File: src/rtl/pipe_gen.sv
// pipe_gen: 16x16 scrolling pipe field with a gap generator, spawn/score pulses and a run/halt FSM.
// Optional score counter enabled by defining PIPE_SCORE_CNT_EN (revision 1.0).
`default_nettype none

module pipe_gen #(
  parameter int GAP      = 4,
  parameter int SPACING  = 6,
  parameter int BIRD_COL = 3
) (
  input  logic        Clock,
  input  logic        RST,
  input  logic        tick,
  input  logic [9:0]  rnd,
  input  logic        start,
  input  logic        crash,
  input  logic [3:0]  col_sel,
  input  logic [3:0]  bird_row,
  output logic [15:0] col_data,
  output logic        hit,
  output logic [1:0]  state,
  output logic        spawn,
  output logic        score_pulse,
  output logic [7:0]  score
);

  typedef enum logic [1:0] {
    IDLE = 2'b00,
    RUN  = 2'b01,
    HALT = 2'b10
  } state_e;

  localparam logic [3:0] CNT_MAX  = 4'(SPACING - 1);
  localparam logic [4:0] TOP_SPAN = 5'(15 - GAP);

  state_e             state_q, state_d;
  logic [15:0][15:0]  field_q, field_d;
  logic [3:0]         cnt_q, cnt_d;
  logic               spawn_q, spawn_d;
  logic               score_pulse_q, score_pulse_d;
  logic [4:0]         gap_top;
  logic [15:0]        pipe_col;
  logic               unused_rnd;

  assign unused_rnd = ^rnd[9:4];

  // Gap top row folds the upper random range back so the gap always fits.
  always_comb begin
    gap_top  = {1'b0, rnd[3:0]};
    pipe_col = '1;
    if (rnd[3:0] == 4'd0) begin
      gap_top = 5'd1;
    end else if ({1'b0, rnd[3:0]} > TOP_SPAN) begin
      gap_top = {1'b0, rnd[3:0]} - TOP_SPAN;
    end
    for (int i = 0; i < 16; i++) begin
      if ((i >= int'(gap_top)) && (i < int'(gap_top) + GAP)) begin
        pipe_col[i] = 1'b0;
      end
    end
  end

  always_comb begin
    state_d       = state_q;
    field_d       = field_q;
    cnt_d         = cnt_q;
    spawn_d       = 1'b0;
    score_pulse_d = 1'b0;
    unique case (state_q)
      IDLE: begin
        if (start) begin
          state_d = RUN;
          field_d = '0;
          cnt_d   = '0;
        end
      end
      RUN: begin
        if (crash) begin
          state_d = HALT;
        end else if (tick) begin
          field_d[14:0] = field_q[15:1];
          field_d[15]   = (cnt_q == 4'd0) ? pipe_col : 16'h0000;
          cnt_d         = (cnt_q == CNT_MAX) ? 4'd0 : cnt_q + 4'd1;
          spawn_d       = (cnt_q == 4'd0);
          score_pulse_d = (field_q[BIRD_COL] != 16'h0000);
        end
      end
      HALT: begin
        if (start) begin
          state_d = RUN;
          field_d = '0;
          cnt_d   = '0;
        end
      end
      default: state_d = IDLE;
    endcase
  end

  always_ff @(posedge Clock) begin
    if (RST) begin
      state_q       <= IDLE;
      field_q       <= '0;
      cnt_q         <= '0;
      spawn_q       <= 1'b0;
      score_pulse_q <= 1'b0;
    end else begin
      state_q       <= state_d;
      field_q       <= field_d;
      cnt_q         <= cnt_d;
      spawn_q       <= spawn_d;
      score_pulse_q <= score_pulse_d;
    end
  end

`ifdef PIPE_SCORE_CNT_EN
  logic       start_accept;
  logic [7:0] score_q, score_d;

  assign start_accept = start && (state_q != RUN);

  always_comb begin
    score_d = score_q;
    if (start_accept) begin
      score_d = 8'h00;
    end else if (score_pulse_q && (score_q != 8'hFF)) begin
      score_d = score_q + 8'd1;
    end
  end

  always_ff @(posedge Clock) begin
    if (RST) begin
      score_q <= 8'h00;
    end else begin
      score_q <= score_d;
    end
  end

  assign score = score_q;
`else
  assign score = 8'h00;
`endif

  assign col_data    = field_q[col_sel];
  assign hit         = field_q[BIRD_COL][bird_row];
  assign state       = state_q;
  assign spawn       = spawn_q;
  assign score_pulse = score_pulse_q;

endmodule

`default_nettype wire

File: config.mk
export PLATFORM = sky130hd
export DESIGN_NAME = pipe_gen
export DESIGN_NICKNAME = d
export VERILOG_FILES = /design/src/rtl/pipe_gen.sv
export SDC_FILE = /design/constraint.sdc
export NUM_CORES = 1
export LEC_CHECK = 0
export CORE_ASPECT_RATIO = 0.6
export CORE_MARGIN = 5
export CORE_UTILIZATION = 60
export DETAILED_ROUTE_END_ITERATION = 7
export PLACE_DENSITY_LB_ADDON = 0.15
export SLEW_MARGIN = 25
export SYNTH_ARGS = -nofsm -noshare
export SYNTH_HDL_FRONTEND = slang
export SYNTH_SLANG_ARGS = --single-unit
File: constraint.sdc
create_clock -name Clock -period 2.83 [get_ports Clock]
set_input_delay 0.7075 -clock Clock [delete_from_list [all_inputs] [get_ports Clock]]
set_output_delay 0.7075 -clock Clock [all_outputs]
set_load 0.03 [all_outputs]
==> results of run 1 <==
-- sequential cells by signal (all words and copies together) (netlist names) --
signal,flops
score_pulse,1
field_q,256
cnt_q,4
state,2
spawn,1
-- worst min path at each step --
| stage | startpoint | to | slack, ns | cells past startpoint |
|---|---|---|---|---|
| 2_1_floorplan | field_q[243] | field_q[243] | 0.43 | 2 |
| 3_3_place_gp | field_q[0] | field_q[0] | 0.45 | 1 |
| 6_report | field_q[12] | field_q[12] | 0.47 | 1 |
| 3_5_place_dp | field_q[12] | field_q[12] | 0.46 | 1 |
| 4_1_cts | field_q[12] | field_q[12] | 0.48 | 1 |
| 5_1_grt | field_q[7] | field_q[7] | 0.50 | 1 |
-- metal layers --
layer | vias up | wire length [um] | part of all wire (%)
met5 | - | 0 | 0
met4 | 0 | 348 | 1.4
met3 | 30 | 2030 | 8.1
met2 | 279 | 10900 | 44
met1 | 3753 | 11800 | 47
li1 | 3415 | - | -
-- cell families (layout without fill, tap and decap cells) --
group,after synthesis,count (layout),share of synthesized area [%]
other cells,1,8,0.0346
flops,264,264,48.8
buf+inv,94,166,4.65
fa+ha+maj,11,11,1.27
mux,86,86,19.1
xor+xnor,3,3,0.243
compound gates,288,288,22.1
simple gates,78,78,3.79
-- worst max-delay path, stage by stage --
cell    delay, ns
buf_16       0.11
buf_12       0.13
buf_12       0.12
buf_16       0.13
mux4_2       0.51
mux4_2       0.52
buf_6        0.17
-- cells in the final DEF (no fill, tap or decap), types with 15 or more instances in the layout --
cell type,instances
dfxtp_1,264
a22o_1,241
mux4_2,67
buf_4,47
nand2_1,29
clkbuf_16,25
o21ai_0,20
buf_12,20
mux4_1,17
buf_6,16
clkdlybuf4s50_1,15
-- metrics by stage --
stage,hold WS [ns],worst slack [ns]
CTS,0.476,-0.259
detailed placement,0.456,-0.876
global route,0.502,-0.311
floorplan,0.426,0.00395
global placement,0.454,-0.819
finish,0.472,-0.285
-- report_power, final --
group	internal, W	switching, W	leakage (nW)
sequential	0.00372	0.0000127	2.13
combinational	0.000228	0.000293	2.51
clock	0.00190	0.00137	0.395
-- area by class of cell --
type | instances | area, um2 | share of cell area, %
clock buffer | 38 | 744 | 5.83
clock inverter | 6 | 57.6 | 0.451
inverter | 10 | 37.5 | 0.294
multi-input combinational | 474 | 5000 | 39.2
sequential | 264 | 5290 | 41.4
tap | 240 | 300 | 2.35
timing repair buffer | 112 | 1350 | 10.5
-- what timing repair did --
action                     in CTS  in global routing
setup buffers                  12                  1
resized for setup              76                 16
hold buffers                    0                  0
cloned                          5                  0
setup endpoints to repair      17                 17
==> metrics.txt, run 1 <==
design area=0.0128 mm2; startpoint types=input port; Netlist Area Pre-Place=0.0108 mm2; clk_skew=0.0137 ns; Cells after DPL=1084; CTS sink cnt=264; Main synth FF type=dfxtp_1; number of buffers created by CTS=24; slack of the critical path=-0.285 ns; Crit Path Max Fanout=5; Max IR drop VDD=0.000436 V; gr busiest metal=met1; hpwl dp=16000 um; Req. time, crit path=2.12 ns; HP Class=reg2reg; Routed Antenna Nets=0; crit path kind=in2out; final hold vios=0; final setup fails=16; die width=183 um; dominant cell type by area after synthesis=dfxtp_1; later-pin clock latency in the skew report=0.52 ns; final std cells w/o fill=1144; initial antenna violation count=0; via count=7477; total power=0.00752 W; Synth Warn #=0; Mean Syn Cell Area=13.1 um2; Root Buffer Master=clkbuf_16; post-synth top area share=48.8%; slew at the pin closest to its max-slew limit=0.773 ns; max-cap violation count=0; IO Pins=52; reg2reg start=cnt_q[0]; RSZ-0062 raised after global routing=true; DRT Pass-1 Iters=5; GR Layer Usage met2=36.5%; EDFF count, synth=0; DR vias/cell=6.54; FP Rows=38; Initial DRC Count=740; Commonest cells post-synth=dfxtp_1, a22o_1, mux4_2; met1 Use GR=36.8%; clock transition at the registers of the reported paths=0.06 ns; clk buf depth=3; largest cells by area after synthesis=dfxtp_1, a22o_1, mux4_2, mux4_1, buf_2; Worst setup EP type=output pin; Tmin final=3.11 ns; Core Util, Final=71.4%; Seq cells post-synth=264; Cell Area, Placed=0.0117 mm2; CTS tree=built; Core ar.=0.0179 mm2; pin count of the biggest net entering global routing=81; Synth cell types=54; Mapped Cells=825; DRC viols=0; sequential area share after synthesis=48.8%; H-tree levels=1; status=complete, but fails checks; Port Buffers=37; global-route wire length before repair=41200 um; Critical Path Start=col_sel[0]; fillcell total=1191; fin crit share=110%; number of global-route vias before repair=7417; ant diodes=0; failing checks=negative setup slack; Critical Path AT=2.41 ns; reg2reg path depth=8; Cell Pwr Density=589 mW/mm2; wire per inst=22.0 um; GR Overflow Total=0; final wirelength=25100 um; CP endpoint=col_data[11]; ys async rst share=0%; Initial Util=60.6%; most common cell in the netlist=dfxtp_1; fin. max-slew vios=0; Static Leakage=5.03 nW; Reg2Reg Capture Point=field_q[243]; Max transition margin=48.0%; die area=0.0209 mm2; routability cong.=0.831; GRT Total Usage=24.3%; Die Y-Extent=114 um; synthesis-to-finish area growth=17.9%; setup TNS=-3.30 ns; r2r setup slk=0.61 ns; f_max=321 MHz; layout cells sized above 1=22.9%; Nets=920; GR Util met3=5.81%
No activity file was read; power rests on OpenSTA's default activity.
==> run 2, diff against run 1 <==
Settings changed: CORE_UTILIZATION 60 to 61, DONT_BUFFER_PORTS from default to 1.
==> metrics.txt, run 2 (synthesis gave the netlist of run 1 again) <==
status=finished clean; CTS tree=built; multi-input logic area=0.00508 mm2; fin. max-slew vios=0; routability cong.=0.850; Root Buffer Master=clkbuf_16; synthesis-to-finish area growth=7.77%; initial antenna violation count=0; HP Class=in2reg; H-tree levels=1; ant diodes=0; pin count of the biggest net entering global routing=88; commonest cells after routing, fill and taps aside=dfxtp_1, a22o_1, mux4_2, mux4_1, nand2_1; commonest non-fill, non-tap cell in the layout=dfxtp_1; Largest Register=field_q; Initial DRC Count=753; slew at the pin closest to its max-slew limit=0.545 ns; DR vias/cell=6.87; GR Overflow Total=0; later-pin clock latency in the skew report=0.51 ns; Max transition margin=63.6%; Cell Pwr Density=638 mW/mm2; global-route wire length before repair=36700 um; hold_buf cts=0; Req. time, crit path=2.12 ns; Routed Antenna Nets=0; Initial Util=62.7%; cells along the critical path=mux4_1 > mux4_2; wire per inst=21.8 um; Buf/Inv on CP=0; DRT Pass-1 Iters=5; Slowest-stage cell, CP=mux4_2; number of buffers created by CTS=24; crit path kind=reg2out; die area=0.0206 mm2; fillcell total=1152; CP top delay family=multiplexers; worst hold margin=0.262 ns; DRC viols=0; final wirelength=22600 um; slowest cell delay on critical path=0.61 ns; Max IR drop VDD=0.000596 V; Worst setup EP type=output pin; CTS sink cnt=264; Static Leakage=4.57 nW; layout cells sized above 1=13.0%; GRT Total Usage=21.4%; Core ar.=0.0173 mm2; total power=0.00744 W; startpoint types=flip-flop; die width=182 um; Die Y-Extent=113 um; Crit Path Max Fanout=5; final hold vios=0; FF/Latch Area=0.00529 mm2; fin crit share=97.1%; Nets=819; max-cap violation count=0; setup TNS=0 ns; clk_skew=0.0144 ns; via count=7107; Port Buffers=0; final setup fails=0; number of global-route vias before repair=6732; hpwl dp=13900 um; IO Pins=52; Tmin final=2.75 ns; max reg flops=256; f_max=364 MHz; clk buf depth=3; RSZ-0062 raised after global routing=false; Critical Path AT=2.04 ns; cts repair resizes=0; FP Rows=37; clock transition at the registers of the reported paths=0.06 ns; # Post-CTS Setup Buffers=0
==> run 2: cell types whose count changed in the layout (fill, tap and decap cells not counted), sizes merged <==
| cell | delta |
|---|---|
| dlygate4sd2 | -2 |
| clkinv | +3 |
| bufinv | +3 |
| clkinvlp | -1 |
| bufbuf | -1 |
| clkdlybuf4s50 | -15 |
| buf | -83 |
| clkbuf | -7 |
==> run 2: final timing paths <==
kind / startpoint / endpoint / slack, ns / cells past startpoint
setup / recovery: field_q[60] / col_data[12] / 0.08 / 2
hold / removal: RST / state[1] / 0.26 / 1
setup reg to reg: state[0] / field_q[237] / 0.66 / 5
hold reg to reg: field_q[0] / field_q[0] / 0.47 / 1
==> run 2: where the power goes <==
group	leakage, nW	internal, W	switching (W)
registers	2.13	0.00372	0.0000169
clock network	0.423	0.00208	0.00134
logic	2.02	0.000104	0.000178
total	4.57	0.00591	0.00154
==> run 2: metrics by stage <==
step	worst slack [ns]	std cells	cell area, um2	utilization (%)
after floorplan	0.00395	832	10900	-
final	0.0828	1035	11700	67.6
after CTS	0.0705	1035	11700	67.6
after global routing	0.0278	1035	11700	67.6
after global placement	0.186	993	10800	62.7
after detailed placement	0.197	993	10800	62.7
==> run 2: cell type report <==
type | instances | share of cell area (%)
clock inverters | 11 | 1.36
inverters | 10 | 0.322
clock buffers | 31 | 5.89
well taps | 234 | 2.51
multi-input cells | 474 | 43.5
flip-flops and latches | 264 | 45.3
repair buffers | 11 | 1.14
==> run 2: metal layers <==
layer	routed length (um)	track usage [%]	share of wire (%)
met5	0	0	0
met4	388	4.75	1.7
met3	1330	3.95	5.9
met2	10300	33.3	46
met1	10500	31.5	47
==> run 3, diff against run 2 <==
Settings changed: CAP_MARGIN from default to 20.
==> results of run 3 <==
Final layout, timing and power as in run 2 (identical DEF).
